[config.mk]
export PLATFORM = sky130hd
export DESIGN_NAME = rgb_to_cfa_mosaic_flat
export DESIGN_NICKNAME = d
export VERILOG_FILES = /design/src/rtl/rgb_to_cfa_mosaic_if.sv /design/src/rtl/rgb_to_cfa_mosaic.sv /design/src/flat_wrapper.sv
export SDC_FILE = /design/constraint.sdc
export NUM_CORES = 1
export LEC_CHECK = 0
export ABC_AREA = 1
export CORE_MARGIN = 4
export CORE_UTILIZATION = 45
export DETAILED_ROUTE_END_ITERATION = 10
export PLACE_DENSITY_LB_ADDON = 0.12
export SYNTH_ARGS = -nofsm -noshare
export SYNTH_HDL_FRONTEND = slang
export SYNTH_SLANG_ARGS = --single-unit
[constraint.sdc]
create_clock -name clk -period 4.4 [get_ports clk]
set_clock_uncertainty 0.1 [all_clocks]
set_input_delay 0.44 -clock clk [delete_from_list [all_inputs] [get_ports clk]]
set_output_delay 0.44 -clock clk [all_outputs]
set_load 0.1 [all_outputs]
[src/rtl/rgb_to_cfa_mosaic_if.sv]
// Valid/ready bundle between an RGB raster source (master) and the CFA re-mosaic block (slave).
interface rgb_to_cfa_mosaic_if #(
   parameter int DataBitWidth = 12
);
   logic [DataBitWidth+1:0] in_R;
   logic [DataBitWidth+1:0] in_G;
   logic [DataBitWidth+1:0] in_B;
   logic                    in_sof;
   logic                    in_eol;
   logic                    in_valid;
   logic                    in_ready;
   logic [DataBitWidth-1:0] out_cfa;
   logic                    out_sof;
   logic                    out_eol;
   logic                    out_valid;
   logic                    out_ready;
   logic                    err_line;

   modport slave (
      input  in_R, in_G, in_B, in_sof, in_eol, in_valid, out_ready,
      output in_ready, out_cfa, out_sof, out_eol, out_valid, err_line
   );

   modport master (
      output in_R, in_G, in_B, in_sof, in_eol, in_valid, out_ready,
      input  in_ready, out_cfa, out_sof, out_eol, out_valid, err_line
   );
endinterface

[src/rtl/rgb_to_cfa_mosaic.sv]
// Re-mosaics an RGB raster into a Bayer CFA stream behind a 2-entry skid buffer.
// Define CFA_CLIP_EN to treat inputs as two's complement and saturate the selected sample.
module rgb_to_cfa_mosaic #(
   parameter int DataBitWidth = 12,
   parameter int ImgWidth     = 1920,
   parameter int ImgHeight    = 1080,
   parameter int Pattern      = 0
) (
   input  logic               clk,
   input  logic               rst,
   rgb_to_cfa_mosaic_if.slave bus_io
);
   localparam int SW = DataBitWidth + 2;
   localparam int CW = (ImgWidth > 1) ? $clog2(ImgWidth) : 1;
   localparam int RW = (ImgHeight > 1) ? $clog2(ImgHeight) : 1;
   localparam logic [CW-1:0] COL_LAST = CW'(ImgWidth - 1);
   localparam logic [CW-1:0] COL_ONE  = CW'(1);
   localparam logic [RW-1:0] ROW_LAST = RW'(ImgHeight - 1);
   localparam logic [RW-1:0] ROW_ONE  = RW'(1);
   localparam logic [1:0]    PHASE    = 2'(Pattern);

   typedef enum logic [0:0] {ST_IDLE = 1'b0, ST_ACTIVE = 1'b1} state_e;

   typedef struct packed {
      logic [DataBitWidth-1:0] cfa;
      logic                    sof;
      logic                    eol;
   } beat_t;

   state_e                  state_q, state_d;
   logic [CW-1:0]           col_q, col_d, col_cur_s;
   logic [RW-1:0]           row_q, row_d, row_cur_s;
   logic                    accept_s, proc_s;
   logic                    last_col_s, line_end_s, frame_end_s;
   logic [1:0]              site_s;
   logic [SW-1:0]           sel_s;
   logic [DataBitWidth-1:0] cfa_s;
   beat_t                   beat_s, main_q, main_d, skid_q, skid_d;
   logic                    main_v_q, main_v_d, skid_v_q, skid_v_d;
   logic                    err_q, err_d, main_free_s;

`ifdef CFA_CLIP_EN
   function automatic logic [DataBitWidth-1:0] fit_sample(input logic [SW-1:0] raw);
      logic [DataBitWidth-1:0] res;
      if (raw[SW-1]) begin
         res = {DataBitWidth{1'b0}};
      end else if (raw[DataBitWidth]) begin
         res = {DataBitWidth{1'b1}};
      end else begin
         res = raw[DataBitWidth-1:0];
      end
      return res;
   endfunction

   assign cfa_s = fit_sample(sel_s);
`else
   logic [1:0] sel_hi_unused_s;

   assign cfa_s           = sel_s[DataBitWidth-1:0];
   assign sel_hi_unused_s = sel_s[SW-1:SW-2];
`endif

   // The skid entry being occupied is the only thing that throttles the source.
   assign accept_s = bus_io.in_valid & ~skid_v_q;
   assign beat_s   = '{cfa: cfa_s, sof: bus_io.in_sof, eol: bus_io.in_eol};

   // FSM state register
   always_ff @(posedge clk) begin
      if (rst) begin
         state_q <= ST_IDLE;
      end else begin
         state_q <= state_d;
      end
   end

   // FSM next state: a one-pixel frame opens and closes on the same beat
   always_comb begin
      state_d = state_q;
      case (state_q)
         ST_IDLE: begin
            if (proc_s && !frame_end_s) begin
               state_d = ST_ACTIVE;
            end else begin
               state_d = ST_IDLE;
            end
         end
         ST_ACTIVE: begin
            if (proc_s && frame_end_s) begin
               state_d = ST_IDLE;
            end else begin
               state_d = ST_ACTIVE;
            end
         end
         default: state_d = ST_IDLE;
      endcase
   end

   // FSM output: in IDLE only a sof beat is processed, the rest are dropped
   always_comb begin
      proc_s = 1'b0;
      case (state_q)
         ST_IDLE:   proc_s = accept_s & bus_io.in_sof;
         ST_ACTIVE: proc_s = accept_s;
         default:   proc_s = 1'b0;
      endcase
   end

   // Raster position of the current beat (sof resyncs first) and channel pick
   always_comb begin
      row_cur_s = row_q;
      col_cur_s = col_q;
      if (bus_io.in_sof) begin
         row_cur_s = {RW{1'b0}};
         col_cur_s = {CW{1'b0}};
      end else begin
         row_cur_s = row_q;
         col_cur_s = col_q;
      end
      last_col_s  = (col_cur_s == COL_LAST);
      line_end_s  = last_col_s | bus_io.in_eol;
      frame_end_s = last_col_s & (row_cur_s == ROW_LAST);

      col_d = col_q;
      row_d = row_q;
      if (proc_s && line_end_s) begin
         col_d = {CW{1'b0}};
         if (row_cur_s == ROW_LAST) begin
            row_d = {RW{1'b0}};
         end else begin
            row_d = row_cur_s + ROW_ONE;
         end
      end else if (proc_s) begin
         col_d = col_cur_s + COL_ONE;
         row_d = row_cur_s;
      end else begin
         col_d = col_q;
         row_d = row_q;
      end

      site_s = {row_cur_s[0], col_cur_s[0]} ^ PHASE;
      case (site_s)
         2'b00:   sel_s = bus_io.in_R;
         2'b11:   sel_s = bus_io.in_B;
         default: sel_s = bus_io.in_G;
      endcase
   end

   // Output register plus skid entry; the skid only fills while the head is stalled
   always_comb begin
      main_free_s = ~main_v_q | bus_io.out_ready;
      main_d      = main_q;
      main_v_d    = main_v_q;
      skid_d      = skid_q;
      skid_v_d    = skid_v_q;
      if (main_free_s && skid_v_q) begin
         main_d   = skid_q;
         main_v_d = 1'b1;
         skid_v_d = proc_s;
         if (proc_s) begin
            skid_d = beat_s;
         end else begin
            skid_d = skid_q;
         end
      end else if (main_free_s) begin
         main_v_d = proc_s;
         if (proc_s) begin
            main_d = beat_s;
         end else begin
            main_d = main_q;
         end
      end else if (proc_s) begin
         skid_d   = beat_s;
         skid_v_d = 1'b1;
      end else begin
         skid_d   = skid_q;
         skid_v_d = skid_v_q;
      end
      err_d = proc_s & (bus_io.in_eol ^ last_col_s);
   end

   // Counters, buffer and error pulse registers; reset flushes anything in flight
   always_ff @(posedge clk) begin
      if (rst) begin
         col_q    <= {CW{1'b0}};
         row_q    <= {RW{1'b0}};
         main_q   <= '{cfa: {DataBitWidth{1'b0}}, sof: 1'b0, eol: 1'b0};
         skid_q   <= '{cfa: {DataBitWidth{1'b0}}, sof: 1'b0, eol: 1'b0};
         main_v_q <= 1'b0;
         skid_v_q <= 1'b0;
         err_q    <= 1'b0;
      end else begin
         col_q    <= col_d;
         row_q    <= row_d;
         main_q   <= main_d;
         skid_q   <= skid_d;
         main_v_q <= main_v_d;
         skid_v_q <= skid_v_d;
         err_q    <= err_d;
      end
   end

   assign bus_io.in_ready  = ~skid_v_q;
   assign bus_io.out_cfa   = main_q.cfa;
   assign bus_io.out_sof   = main_q.sof;
   assign bus_io.out_eol   = main_q.eol;
   assign bus_io.out_valid = main_v_q;
   assign bus_io.err_line  = err_q;
endmodule

[src/flat_wrapper.sv]
// flat-port wrapper written by rule: the top's interface ports become plain ports
module rgb_to_cfa_mosaic_flat 
#(
   parameter int DataBitWidth = 12,
   parameter int ImgWidth     = 1920,
   parameter int ImgHeight    = 1080,
   parameter int Pattern      = 0
)
  (clk, rst, bus_io_in_R, bus_io_in_G, bus_io_in_B, bus_io_in_sof, bus_io_in_eol, bus_io_in_valid, bus_io_out_ready, bus_io_in_ready, bus_io_out_cfa, bus_io_out_sof, bus_io_out_eol, bus_io_out_valid, bus_io_err_line);
  rgb_to_cfa_mosaic_if #(.DataBitWidth(DataBitWidth)) bus_io_i ();
  input  logic clk;
  input  logic rst;
  input wire logic [$bits(bus_io_i.in_R)-1:0] bus_io_in_R;
  input wire logic [$bits(bus_io_i.in_G)-1:0] bus_io_in_G;
  input wire logic [$bits(bus_io_i.in_B)-1:0] bus_io_in_B;
  input wire logic [$bits(bus_io_i.in_sof)-1:0] bus_io_in_sof;
  input wire logic [$bits(bus_io_i.in_eol)-1:0] bus_io_in_eol;
  input wire logic [$bits(bus_io_i.in_valid)-1:0] bus_io_in_valid;
  input wire logic [$bits(bus_io_i.out_ready)-1:0] bus_io_out_ready;
  output wire logic [$bits(bus_io_i.in_ready)-1:0] bus_io_in_ready;
  output wire logic [$bits(bus_io_i.out_cfa)-1:0] bus_io_out_cfa;
  output wire logic [$bits(bus_io_i.out_sof)-1:0] bus_io_out_sof;
  output wire logic [$bits(bus_io_i.out_eol)-1:0] bus_io_out_eol;
  output wire logic [$bits(bus_io_i.out_valid)-1:0] bus_io_out_valid;
  output wire logic [$bits(bus_io_i.err_line)-1:0] bus_io_err_line;
  assign bus_io_i.in_R = bus_io_in_R;
  assign bus_io_i.in_G = bus_io_in_G;
  assign bus_io_i.in_B = bus_io_in_B;
  assign bus_io_i.in_sof = bus_io_in_sof;
  assign bus_io_i.in_eol = bus_io_in_eol;
  assign bus_io_i.in_valid = bus_io_in_valid;
  assign bus_io_i.out_ready = bus_io_out_ready;
  assign bus_io_in_ready = bus_io_i.in_ready;
  assign bus_io_out_cfa = bus_io_i.out_cfa;
  assign bus_io_out_sof = bus_io_i.out_sof;
  assign bus_io_out_eol = bus_io_i.out_eol;
  assign bus_io_out_valid = bus_io_i.out_valid;
  assign bus_io_err_line = bus_io_i.err_line;
  rgb_to_cfa_mosaic #(.DataBitWidth(DataBitWidth), .ImgWidth(ImgWidth), .ImgHeight(ImgHeight), .Pattern(Pattern)) u_core (.clk(clk), .rst(rst), .bus_io(bus_io_i));
endmodule
==> results_dict.tcl <==
set metrics [dict create \
    clk_pin_slew_ps 100 \
    antenna_cells 0 \
    drt_first_iter_violations 142 \
    ys_seq_area_share_pct 37.23 \
    routed_via_density 5.268 \
    yosysUniqueCellTypes 36 \
    reg2reg_from "u_core.col_q[0]" \
    drive_gt1_share_pct 7.743 \
    cp-end-kind "register" \
    cts-resized-gates 0 \
    combPwrFrac_pct 25.9 \
    final-hold-violation-count 0 \
    finalWorstSetupSlack_ps 993.4 \
    final_max_slew_viol_count 0 \
    post-route-util_pct 56.52 \
    critPathMaxFanout 15 \
    dpl.cell_count 521 \
    syn_area_sq_um 2904 \
    min-delay-start "u_core.row_q[10]" \
    syn_area_per_cell_sq_um 7.153 \
    fin_crit_ps 3407 \
    port_buffers 58 \
    clkPwrFrac_pct 25.7 \
    holdPathEnd "u_core.row_q[10]" \
    synth_most_common_cell "nand2_1" \
    grt_max_degree 30 \
    yosysTopAreaCell "dfxtp_1" \
    ios 65 \
    hold_class "register to register" \
    post-dp-hpwl_mm 4.985 \
    cp.required_ps 4500 \
    fmax_mhz 293.5 \
    netlist.area_leader.share_pct 37.23 \
    cts_hold_buffers 0 \
    vdd_drop_max_mv 0.1550 \
    clock_sinks 54 \
    antenna_found_initial 0 \
    dpl_worst_slack_ps 700.7 \
    die_h_um 88.34 \
    intPower_uw 713.9 \
    grt_usage_pct 18.57 \
    detail-route-antenna-nets 0 \
    clk_path_buf_depth 2 \
    place_congestion 0.8497 \
    rsz0062_at_grt "false" \
    cts_inserted_buffers 5 \
    async_flop_share_pct 0 \
    yosys-top-cells-area "dfxtp_1, nand2_1, a21oi_1" \
    holdWs_ps 374.0 \
    pwr-share-seq_pct 48.4 \
    wl_per_cell_um 13.44 \
    route.detailed.drc 0 \
    ys_ff_latch 54 \
    whs_path_depth 2 \
    critical_path_class "primary input to register" \
    maxCapViolCount 0 \
    h-tree-depth 2 \
    nNetsFinal 504 \
    final-setup-viol-count 0 \
    yosys-top-cells-count "nand2_1, dfxtp_1, a21oi_1" \
    synth_edf_count 0 \
    syn2layout_area_growth_pct 22.88 \
    rows 29 \
    worst_slew_pin_slew_ps 982.8 \
    fill_cells 616 \
    finalWirelength_mm 7.112 \
    synthCells 406 \
    finalCritPeriodShare_pct 77.42 \
    seqCellArea_sq_um 1081 \
    cts_tree "done" \
    reg2regPathDepth 13 \
    drtPass1Iterations 4 \
    post-cts-setup-buffers 0 \
    slew_headroom_pct 34.28 \
    start_util_pct 46.00 \
    crit_path_start_kind "primary input" \
    leakagePower_nw 1.377 \
    ys.flop_type "dfxtp_1" \
    globalRoute.totalOverflow 0 \
    status "complete, no violations" \
    r2r_end "u_core.col_q[6]" \
    vias 2787 \
    cellPowerDensity_nw_per_um2 300.8 \
    multi_input_area_sq_um 1593 \
    die_w_um 88.34 \
    syn_nets 459 \
    clkLatencyLatePin_ps 310 \
    grt_pass1_wl_mm 11.61 \
    arrival_ps 3510 \
    fin_cells 529 \
    p_switching_uw 359.3 \
    coreArea_sq_um 6314 \
    clock-root-buffer "clkbuf_8" \
    die_area_sq_um 7803 \
    tns_ps 0 \
    yosys_warnings 0 \
    r2r_setup_slack_ps 1730 \
    first_global_vias 2518 \
    switching_share_pct 33.48 \
]
==> critical path, stage by stage <==
cell and delay, ps:
clkdlybuf4s50_1 720, inv_2 390, nand2_1 80, inv_1 60
ha_1 180, nand2_1 80, nor2_2 180, nand4_1 140
ha_1 320, nor2_4 300, inv_1 150, nand2_2 190
inv_1 110, o21ai_0 100, a21oi_1 60
==> layout make-up <==
| type | count | area share [%] |
|---|---|---|
| inverter | 35 | 3.682 |
| timing repair buffer | 58 | 16.27 |
| clock buffer | 6 | 2.034 |
| tap | 77 | 2.700 |
| clock inverter | 2 | 0.3857 |
| sequential | 54 | 30.29 |
| multi-input combinational | 297 | 44.64 |
==> flip-flops by register name (all words and copies together), names as in the netlist, named ones only <==
name                     count
u_core.bus_io.out_valid      1
u_core.skid_q               14
u_core.bus_io.out_eol        1
u_core.bus_io.err_line       1
u_core.bus_io.out_cfa       12
u_core.bus_io.out_sof        1
u_core.skid_v_q              1
u_core.row_q                11
u_core.col_q                11
==> logic make-up (layout without fill, tap and decap cells) <==
group / Yosys count / count (layout) / share of synthesized area, %
DFF: 54 / 54 / 37.23
xor gates and xnor gates: 5 / 5 / 1.508
muxes: 12 / 12 / 4.136
AOI/OAI and AO/OA: 96 / 96 / 18.83
buffers and inverters: 55 / 101 / 7.927
and+or+nand+nor: 179 / 179 / 28.22
adders and majority gates: 5 / 5 / 2.154
==> per-layer routing <==
layer	vias to the layer above	global-route usage, %	part of all wire [%]
li1	1450	-	-
met1	1271	24.08	48
met2	61	31.54	45
met3	5	4.004	6.5
met4	0	4.533	0.91
met5	-	0	0
==> power groups by stage <==
stage | sequential (mW) | combinational, mW | clock (mW)
2_1_floorplan | 0.627 | 0.0992 | 0
3_3_place_gp | 0.530 | 0.277 | 0
3_5_place_dp | 0.531 | 0.279 | 0
4_1_cts | 0.519 | 0.280 | 0.291
5_1_grt | 0.522 | 0.297 | 0.309
6_report | 0.520 | 0.278 | 0.276
==> worst max path at each step <==
stage | endpoint | cells after the start | slack [ps] | start
final | u_core.col_q[6] | 15 | 990 | bus_io_in_sof
after global routing | u_core.col_q[6] | 15 | 700 | bus_io_in_sof
after floorplan | u_core.row_q[8] | 14 | 2010 | bus_io_in_sof
after detailed placement | u_core.col_q[6] | 15 | 700 | bus_io_in_sof
after global placement | u_core.col_q[4] | 15 | 740 | bus_io_in_sof
after CTS | u_core.col_q[6] | 15 | 1040 | bus_io_in_sof
==> metrics by stage <==
step           cell area (sq um)  total power, mW
2_1_floorplan               2904           0.7263
3_3_place_gp                3482           0.8073
3_5_place_dp                3482           0.8099
4_1_cts                     3568            1.090
5_1_grt                     3568            1.129
6_report                    3568            1.073
==> layout by cell type (no fill, tap or decap), types with 2 or more instances in the layout <==
cell type	netlist	layout
a211oi_1	3	3
clkdlybuf4s50_1	0	58
xor2_1	2	2
nor2_2	4	4
nand4_1	8	8
nand2_1	86	86
o21ai_0	30	30
o21ai_1	2	2
clkbuf_8	0	5
or2_2	12	12
inv_1	29	29
a22o_1	12	12
a21oi_1	42	42
xnor2_1	3	3
ha_1	5	5
mux2i_1	12	12
nor2_4	2	2
nor3_1	4	4
nand3_1	27	27
a31oi_1	3	3
nand2_2	3	3
dfxtp_1	54	54
inv_2	5	5
nor2_1	29	29
(Power assumes the default switching activity.)
